<file path="config.mk">
export PLATFORM = sky130hd
export DESIGN_NAME = registered_comparator
export DESIGN_NICKNAME = d
export VERILOG_FILES = /design/src/rtl/registered_comparator_pkg.sv /design/src/rtl/registered_comparator_core.sv /design/src/rtl/registered_comparator.sv
export SDC_FILE = /design/constraint.sdc
export NUM_CORES = 1
export LEC_CHECK = 0
export ABC_AREA = 0
export BUFFER_PORTS_ARGS = -buffer_cell sky130_fd_sc_hd__buf_2
export CAP_MARGIN = 20
export CELL_PAD_IN_SITES_DETAIL_PLACEMENT = 0
export CELL_PAD_IN_SITES_GLOBAL_PLACEMENT = 1
export CORE_MARGIN = 2
export CORE_UTILIZATION = 42
export DETAILED_ROUTE_END_ITERATION = 8
export GPL_TIMING_DRIVEN = 0
export PLACE_DENSITY_LB_ADDON = 0.25
export SYNTH_ARGS = -nofsm -noshare
export SYNTH_HDL_FRONTEND = slang
export SYNTH_SLANG_ARGS = --single-unit
</file>
<file path="constraint.sdc">
create_clock -name Clk -period 7 [get_ports Clk]
set_clock_uncertainty 0.05 [all_clocks]
set_input_delay 1.05 -clock Clk [delete_from_list [all_inputs] [get_ports Clk]]
set_output_delay 1.05 -clock Clk [all_outputs]
set_load 0.01 [all_outputs]
</file>
<file path="src/rtl/registered_comparator_pkg.sv">
// Shared types for the registered comparator: sample relation encoding and
// the stable-relation filter state.
package ComparatorPkg;

   typedef enum logic [1:0] {
      REL_NONE,
      REL_LESS,
      REL_EQUAL,
      REL_GREATER
   } Relation_t;

   typedef enum logic {
      ST_UNKNOWN,
      ST_STABLE
   } StableState_t;

   // Run counter width; covers the legal PERSIST range 1..15.
   localparam int RunWidth = 4;

endpackage

</file>
<file path="src/rtl/registered_comparator_core.sv">
// Combinational magnitude compare of one sample against the reference,
// signed or unsigned depending on SIGNED.
module ComparatorCore
   import ComparatorPkg::*;
#(
   parameter int WIDTH  = 8,
   parameter bit SIGNED = 1'b0
) (
   input  logic [WIDTH-1:0] sampleValue,
   input  logic [WIDTH-1:0] referenceValue,
   output Relation_t        relation
);

   logic isLess;
   logic isGreater;

   always_comb begin
      if (SIGNED) begin
         isLess    = $signed(sampleValue) < $signed(referenceValue);
         isGreater = $signed(sampleValue) > $signed(referenceValue);
      end else begin
         isLess    = sampleValue < referenceValue;
         isGreater = sampleValue > referenceValue;
      end
   end

   assign relation = isGreater ? REL_GREATER : (isLess ? REL_LESS : REL_EQUAL);

endmodule

</file>
<file path="src/rtl/registered_comparator.sv">
// Registered comparator: reference register, 1-cycle raw G/E/L flags,
// persistence-filtered stable flags and a saturating equal-sample count.
module registered_comparator
   import ComparatorPkg::*;
#(
   parameter int WIDTH       = 8,
   parameter int SIGNED      = 0,
   parameter int PERSIST     = 3,
   parameter int COUNT_WIDTH = 16
) (
   input  logic                   Clk,
   input  logic                   Reset,
   input  logic                   LoadReference,
   input  logic [WIDTH-1:0]       ReferenceIn,
   input  logic                   InValid,
   input  logic [WIDTH-1:0]       ComparisonInput,
   input  logic                   ClearCount,
   output logic                   OutValid,
   output logic                   G,
   output logic                   E,
   output logic                   L,
   output logic                   StableG,
   output logic                   StableE,
   output logic                   StableL,
   output logic [COUNT_WIDTH-1:0] EqualCount
);

   localparam logic [RunWidth-1:0]    PersistRun = RunWidth'(PERSIST);
   localparam logic [COUNT_WIDTH-1:0] CountMax   = '1;

   logic [WIDTH-1:0]    referenceReg;
   Relation_t           relation;
   Relation_t           rawRel;
   Relation_t           lastRel, lastRelNext;
   logic [RunWidth-1:0] runCount, runNext;
   StableState_t        state, stateNext;
   Relation_t           stableRel, stableRelNext;
   logic                sampleInRun;

   ComparatorCore #(
      .WIDTH  (WIDTH),
      .SIGNED (SIGNED != 0)
   ) core (
      .sampleValue    (ComparisonInput),
      .referenceValue (referenceReg),
      .relation       (relation)
   );

   // A sample coinciding with a reference load still reports, but the load wins the run.
   assign sampleInRun = InValid && !LoadReference;

   always_comb begin
      // NOTE: every always_comb output is given a default first so no path can infer a latch.
      runNext     = runCount;
      lastRelNext = lastRel;
      if (LoadReference) begin
         runNext     = '0;
         lastRelNext = REL_NONE;
      end else if (InValid) begin
         if (relation == lastRel) begin
            runNext = (runCount >= PersistRun) ? PersistRun : runCount + 1'b1;
         end else begin
            runNext     = RunWidth'(1);
            lastRelNext = relation;
         end
      end
   end

   always_comb begin
      stateNext     = state;
      stableRelNext = stableRel;
      if (sampleInRun && runNext == PersistRun) begin
         stateNext     = ST_STABLE;
         stableRelNext = relation;
      end
   end

   always_ff @(posedge Clk) begin
      // NOTE: sequential state uses non-blocking assignments so every register samples pre-edge values.
      if (Reset) begin
         referenceReg <= '0;
         OutValid     <= 1'b0;
         rawRel       <= REL_NONE;
         runCount     <= '0;
         lastRel      <= REL_NONE;
         state        <= ST_UNKNOWN;
         stableRel    <= REL_NONE;
         EqualCount   <= '0;
      end else begin
         if (LoadReference) referenceReg <= ReferenceIn;
         OutValid  <= InValid;
         rawRel    <= InValid ? relation : REL_NONE;
         runCount  <= runNext;
         lastRel   <= lastRelNext;
         state     <= stateNext;
         stableRel <= stableRelNext;
         if (ClearCount) begin
            EqualCount <= '0;
         end else if (InValid && relation == REL_EQUAL && EqualCount != CountMax) begin
            EqualCount <= EqualCount + 1'b1;
         end
      end
   end

   assign G       = (rawRel == REL_GREATER);
   assign E       = (rawRel == REL_EQUAL);
   assign L       = (rawRel == REL_LESS);
   assign StableG = (stableRel == REL_GREATER);
   assign StableE = (stableRel == REL_EQUAL);
   assign StableL = (stableRel == REL_LESS);

endmodule
</file>
==> results of run 1 <==
[registers in the layout, summed over array words and instances (netlist names)]
register / count
EqualCount: 16
runCount: 4
OutValid: 1
stableRel: 2
rawRel: 2
referenceReg: 8
lastRel: 2
[kinds of logic after synthesis]
| logic type | after synthesis | synth area share (%) |
|---|---|---|
| XOR/XNOR | 13 | 6.40 |
| AND/OR/NAND/NOR | 86 | 26.3 |
| flip-flops | 35 | 39.4 |
| adder cells (fa/ha/maj) | 10 | 7.04 |
| buffers and inverters | 21 | 4.86 |
| AO/OA/AOI/OAI | 27 | 11.0 |
| multiplexers | 9 | 5.07 |
[worst min-delay path: cells and delay by family (launching register included)]
family	cells	cell delay (ns)
flip-flops	1	0.33
AND/OR/NAND/NOR	1	0.07
multiplexers	1	0.06
[where the power goes]
part / switching [mW] / internal (mW) / total (mW) / leakage, nW
Sequential: 0.00254 / 0.204 / 0.206 / 0.285
Combinational: 0.0226 / 0.0178 / 0.0404 / 0.612
Clock: 0.0771 / 0.106 / 0.183 / 0.0581
Total: 0.102 / 0.327 / 0.430 / 0.955
[synth_stat cells (all sizes together) (2+ instances only)]
| cell type | n |
|---|---|
| and3 | 7 |
| o21bai | 2 |
| a211oi | 4 |
| dfxtp | 35 |
| a32o | 2 |
| inv | 15 |
| mux2i | 9 |
| nand2 | 7 |
| nor3b | 2 |
| nor4 | 7 |
| nand4 | 3 |
| o21ai | 2 |
| and2 | 3 |
| nand2b | 2 |
| a21oi | 7 |
| nand3 | 10 |
| nor3 | 4 |
| xor2 | 6 |
| a21o | 3 |
| buf | 3 |
| or2 | 3 |
| xnor2 | 7 |
| nor2 | 30 |
| nor2b | 5 |
| ha | 10 |
| clkbuf | 3 |
[placed cells by master (no fill, tap or decap), drive strengths merged]
master and count:
a31oi 1, inv 15, a2111oi 1, nor3 4, dfxtp 35, clkinv 2, nor3b 2, o41ai 1
ha 10, a32o 2, nor2b 5, bufinv 1, buf 45, o21ai 2, clkbuf 8, a211oi 4
xor2 6, or2 3, nand4 3, nand2b 2, o2111a 1, or4 1, nor2 30, o31ai 1
xnor2 7, nor4 7, mux2i 9, o21bai 2, a311o 1, or3 1, or3b 1, a21o 3
a311oi 1, and3 7, a21oi 7, and2 3, nand2 7, nand3 10
[layer usage]
metal | vias to the layer above | GRT usage (%)
li1 | 801 | -
met1 | 668 | 24.0
met2 | 34 | 22.3
met3 | 7 | 4.24
met4 | 0 | 7.84
met5 | - | 0
[per-stage QoR]
step	total power [mW]	setup WS [ns]	area, um^2	instances
floorplan	0.238	3.81	1780	201
global placement	0.251	3.60	2050	293
detailed placement	0.251	3.58	2050	293
CTS	0.435	3.89	2160	301
global route	0.450	3.76	2160	301
finish	0.430	3.88	2160	301
[worst paths after layout]
check | to | cells past startpoint | start | slack [ns]
worst min register to register | referenceReg[4] | 2 | referenceReg[4] | 0.45
worst min-delay path | referenceReg[4] | 2 | referenceReg[4] | 0.45
worst max register to register | EqualCount[15] | 9 | referenceReg[7] | 4.37
worst max-delay path | EqualCount[15] | 9 | ComparisonInput[7] | 3.88
[area by class of cell]
type / count / area (um^2)
Clock inverter: 3 / 43.8
Tap cell: 50 / 62.6
Inverter: 15 / 56.3
Multi-Input combinational cell: 145 / 991
Sequential cell: 35 / 701
Timing Repair Buffer: 42 / 210
Fill cell: 399 / 1870
Clock buffer: 5 / 68.8
Buffer: 6 / 30.0
==> results.toml, run 1 <==
[outcome]
outcome = "complete, no violations"

[clock_tree]
cts_hold_buf = 0
cts.sinks = 35
cts-root-buf = "clkbuf_8"
cts_resized = 0
cts_made_buffers = 5
clk_path_buf_depth = 2
cts_setup_buffers = 0
path_clk_slew_ns = 0.08
h-tree-depth = 2
clk-insertion-delay-late_ns = 0.30
cts_tree = "yes"

[logic_synthesis]
synth-main-ff-cell = "dfxtp_1"
avgSynthCellArea_um2 = 8.85
synth-edff-count = 0
synth_cells = 201
synth_top_area_share_pct = 39.4
yosysTopAreaCell = "dfxtp_1"
ys_ff_latch = 35
synth-seq-area-share_pct = 39.4
yosysUniqueCellTypes = 42
ys_warn_count = 0
syn_nets = 232
synth_area_um2 = 1780
synthTopCellsByArea = "dfxtp_1, ha_1, nor2_1"
async_reset_ff_share_pct = 0

[global_route]
grt_antenna_before_repair = 0
overflow = 0
grt_pass1_vias = 1358
grt_pass1_wl_um = 6400
grt_max_degree = 13
grtUsageTotal_pct = 16.5

[layout]
syn_to_final_growth_pct = 21.7
antennaDiodeCount = 0
nets = 281
final_util_pct = 53.7
drive_gt1_share_pct = 23.5

[critical_path]
cp_cell_sequence = "buf_2 -> ha_1 -> nand3_2 -> or3_1 -> a311o_1 -> buf_6 -> nor4_4 -> or3b_1 -> a21oi_1"
crit_path_end_kind = "flip-flop"
critPathMaxStageDelay_ns = 0.39
crit_required_ns = 7.18
cp_num_buf_inv = 2
arrival_ns = 3.30
slowest_stage = "or3_1"
cp_max_fo = 9
cp_top_family = "simple AND/OR/NAND/NOR gates"
critPathLaunchType = "primary input"
worstSetupPathType = "in -> reg"

[drt]
routed_wl_um = 3670
wire_per_inst_um = 12.2
first_pass_iters = 4
drt_iter0_drc = 94
dr_total_vias = 1510
met1Wirelength_um = 1980
route.detailed.drc = 0
detail-route-antenna-nets = 0
dr_wl_met2_um = 1460
routed.top_layer = "met4"
wl_met3_um = 160
viasPerCell = 5.02

[timing]
fin_tns_setup_ns = 0
tightest_slew_ns = 0.856
hold_slack_ns = 0.445
timing.final.crit_period_ns = 3.12
hold_viol = 0
rsz0062_at_grt = "no"
drv_slew = 0
slew_headroom_pct = 42.7
post-route-period-util_pct = 44.5
fmax_ghz = 0.321
finalSetupViolations = 0

[floorplan]
start_util_pct = 44.1
ios = 44
core_area_um2 = 4030
die_h_um = 69.1
die_w_um = 69.1
die_area_um2 = 4770
row_count = 23

[place]
gp_congestion = 0.754
io_buffers = 42
hpwl_um = 2710

[run]
drv_cap = 0

[pwr]
powerDensity_nw_per_um2 = 199
ir_worst_vdd_v = 0.000104
leakage_nw = 0.955

[hold_path]
hp-class = "reg -> reg"
Power figures use the tool's default switching activity.
==> inputs of run 2 (changes only) <==
CORE_UTILIZATION = 35   (was 42)
clock period = 2.59 ns   (was 7 ns; I/O delays follow)
==> results.toml, run 2 (same netlist as run 1, synthesis figures left out) <==
[timing]
slew_headroom_pct = 51.9
post-route-period-util_pct = 94.9
tightest_slew_ns = 0.721
fmax_ghz = 0.407
drv_slew = 0
hold_viol = 0
finalSetupViolations = 0
timing.final.crit_period_ns = 2.46
rsz0062_at_grt = "yes"

[critical_path]
crit_path_end_kind = "flip-flop"
r2r_end = "EqualCount[15]"
cp_num_cells = 9
startpoint = "referenceReg[3]"
cp_num_buf_inv = 2
cp-endpoint = "EqualCount[15]"
ff2ff_path_depth = 9
cp_cell_sequence = "inv_1 -> ha_1 -> nand3_2 -> or3_4 -> a311o_1 -> buf_6 -> nor4_4 -> or3b_1 -> a21oi_2"
cp_max_fo = 9
arrival_ns = 2.64
crit_required_ns = 2.77
critPathLaunchType = "flip-flop"
worstSetupPathType = "reg -> reg"
slowest_stage = "or3_4"
critPathMaxStageDelay_ns = 0.40
r2r_start = "referenceReg[3]"
r2r_slack_ns = 0.13
cp_top_family = "simple AND/OR/NAND/NOR gates"

[place]
dp.cells = 310
hpwl_um = 2840
io_buffers = 42
gp_congestion = 0.738

[layout]
nFillCells = 504
largest_reg_flops = 16
antennaDiodeCount = 0
drive_gt1_share_pct = 26.3
most-common-layout-cells = "buf_2, dfxtp_1, nor2_1"
regArea_um2 = 701
syn_to_final_growth_pct = 27.0
multi_input_area_um2 = 1040
regMostFlops = "EqualCount"
final_common_cell = "buf_2"
nets = 281
top_regs = "EqualCount (16), referenceReg (8), runCount (4)"
final_cells = 318

[pwr]
power.share.switching_pct = 22.4
power_frac_clock_pct = 47.0
leakage_nw = 0.967
p_sw_mw = 0.284
powerDensity_nw_per_um2 = 563
ir_worst_vdd_v = 0.000323
intPower_mw = 0.986
power_frac_seq_pct = 43.8
p_comb_share_pct = 9.2
p_total_mw = 1.27

[clock_tree]
clk_path_buf_depth = 2
clk-insertion-delay-late_ns = 0.29
path_clk_slew_ns = 0.08
cts-root-buf = "clkbuf_8"
cts_made_buffers = 5
cts_tree = "yes"
cts_hold_buf = 0
cts.sinks = 35
h-tree-depth = 2

[floorplan]
ios = 44
core_area_um2 = 4820
start_util_pct = 36.9
row_count = 25
die_h_um = 75.3
die_w_um = 75.3
die_area_um2 = 5670

[global_route]
grt_max_degree = 13
grt_pass1_wl_um = 6590
overflow = 0
grt_pass1_vias = 1403
grtUsageTotal_pct = 15.5
grt_antenna_before_repair = 0

[run]
drv_cap = 0

[drt]
detail-route-antenna-nets = 0
viasPerCell = 4.79
dr_total_vias = 1522
first_pass_iters = 4
wire_per_inst_um = 12.1
drt_iter0_drc = 37
routed_wl_um = 3860
route.detailed.drc = 0

[hold_path]
hp-class = "in -> reg"

[outcome]
outcome = "complete, no violations"
## run 2: cell count changes in the layout (fill, tap and decap cells not counted), sizes merged
cell / before / now
clkinv: 2 / 0
clkinvlp: 0 / 1
bufinv: 1 / 2
## run 2: worst min-delay path by stage
stage	start	end	slack (ns)	cells after the start
global placement	referenceReg[3]	referenceReg[3]	0.42	2
floorplan	referenceReg[1]	referenceReg[1]	0.41	2
detailed placement	runCount[3]	runCount[3]	0.43	1
CTS	ReferenceIn[7]	referenceReg[7]	0.28	3
global route	ReferenceIn[1]	referenceReg[1]	0.29	3
finish	ReferenceIn[1]	referenceReg[1]	0.28	3
## run 2: tightest hold or removal path, cell delays in order
cell	delay, ns
buf_2	0.07
mux2i_1	0.06
nor2_1	0.07
## run 2: repair_timing
item / 4_1_cts / 5_1_grt
setup endpoints to repair: 1 / 5
cloned: 0 / 0
buffers inserted: 0 / 0
pin swaps: 0 / 1
gates resized for setup: 2 / 6
## run 2: area by class of cell
type                            instances  area share (%)
Multi-Input combinational cell        145            46.1
Sequential cell                        35            31.0
Timing Repair Buffer                   42            9.31
Tap cell                               67            3.71
Clock buffer                            5            3.05
Clock inverter                          3            2.99
Inverter                               15            2.49
Buffer                                  6            1.33
## run 2: per-layer routing
| layer | up-vias | global-route usage (%) | routed length [um] |
|---|---|---|---|
| li1 | 800 | - | - |
| met1 | 685 | 21.8 | 1970 |
| met2 | 33 | 22.3 | 1670 |
| met3 | 4 | 4.69 | 185 |
| met4 | 0 | 6.04 | 36 |
| met5 | - | 0 | 0 |
## run 2: through the flow
stage	setup slack, ns	setup TNS, ns	utilization, %	hold WS [ns]	area [um^2]
6_report	0.131	0	46.9	0.281	2260
5_1_grt	-0.0299	-0.0359	46.9	0.289	2260
4_1_cts	0.00501	0	46.2	0.277	2230
3_5_place_dp	-0.156	-0.210	43.0	0.429	2070
3_3_place_gp	-0.161	-0.235	43.0	0.424	2070
2_1_floorplan	0.0649	0	-	0.410	1780
## run 2: power groups by stage
stage | sequential, mW | clock (mW) | combinational, mW
finish | 0.557 | 0.597 | 0.117
global placement | 0.569 | 0 | 0.110
global route | 0.558 | 0.632 | 0.134
CTS | 0.557 | 0.612 | 0.116
detailed placement | 0.570 | 0 | 0.110
floorplan | 0.568 | 0 | 0.0739
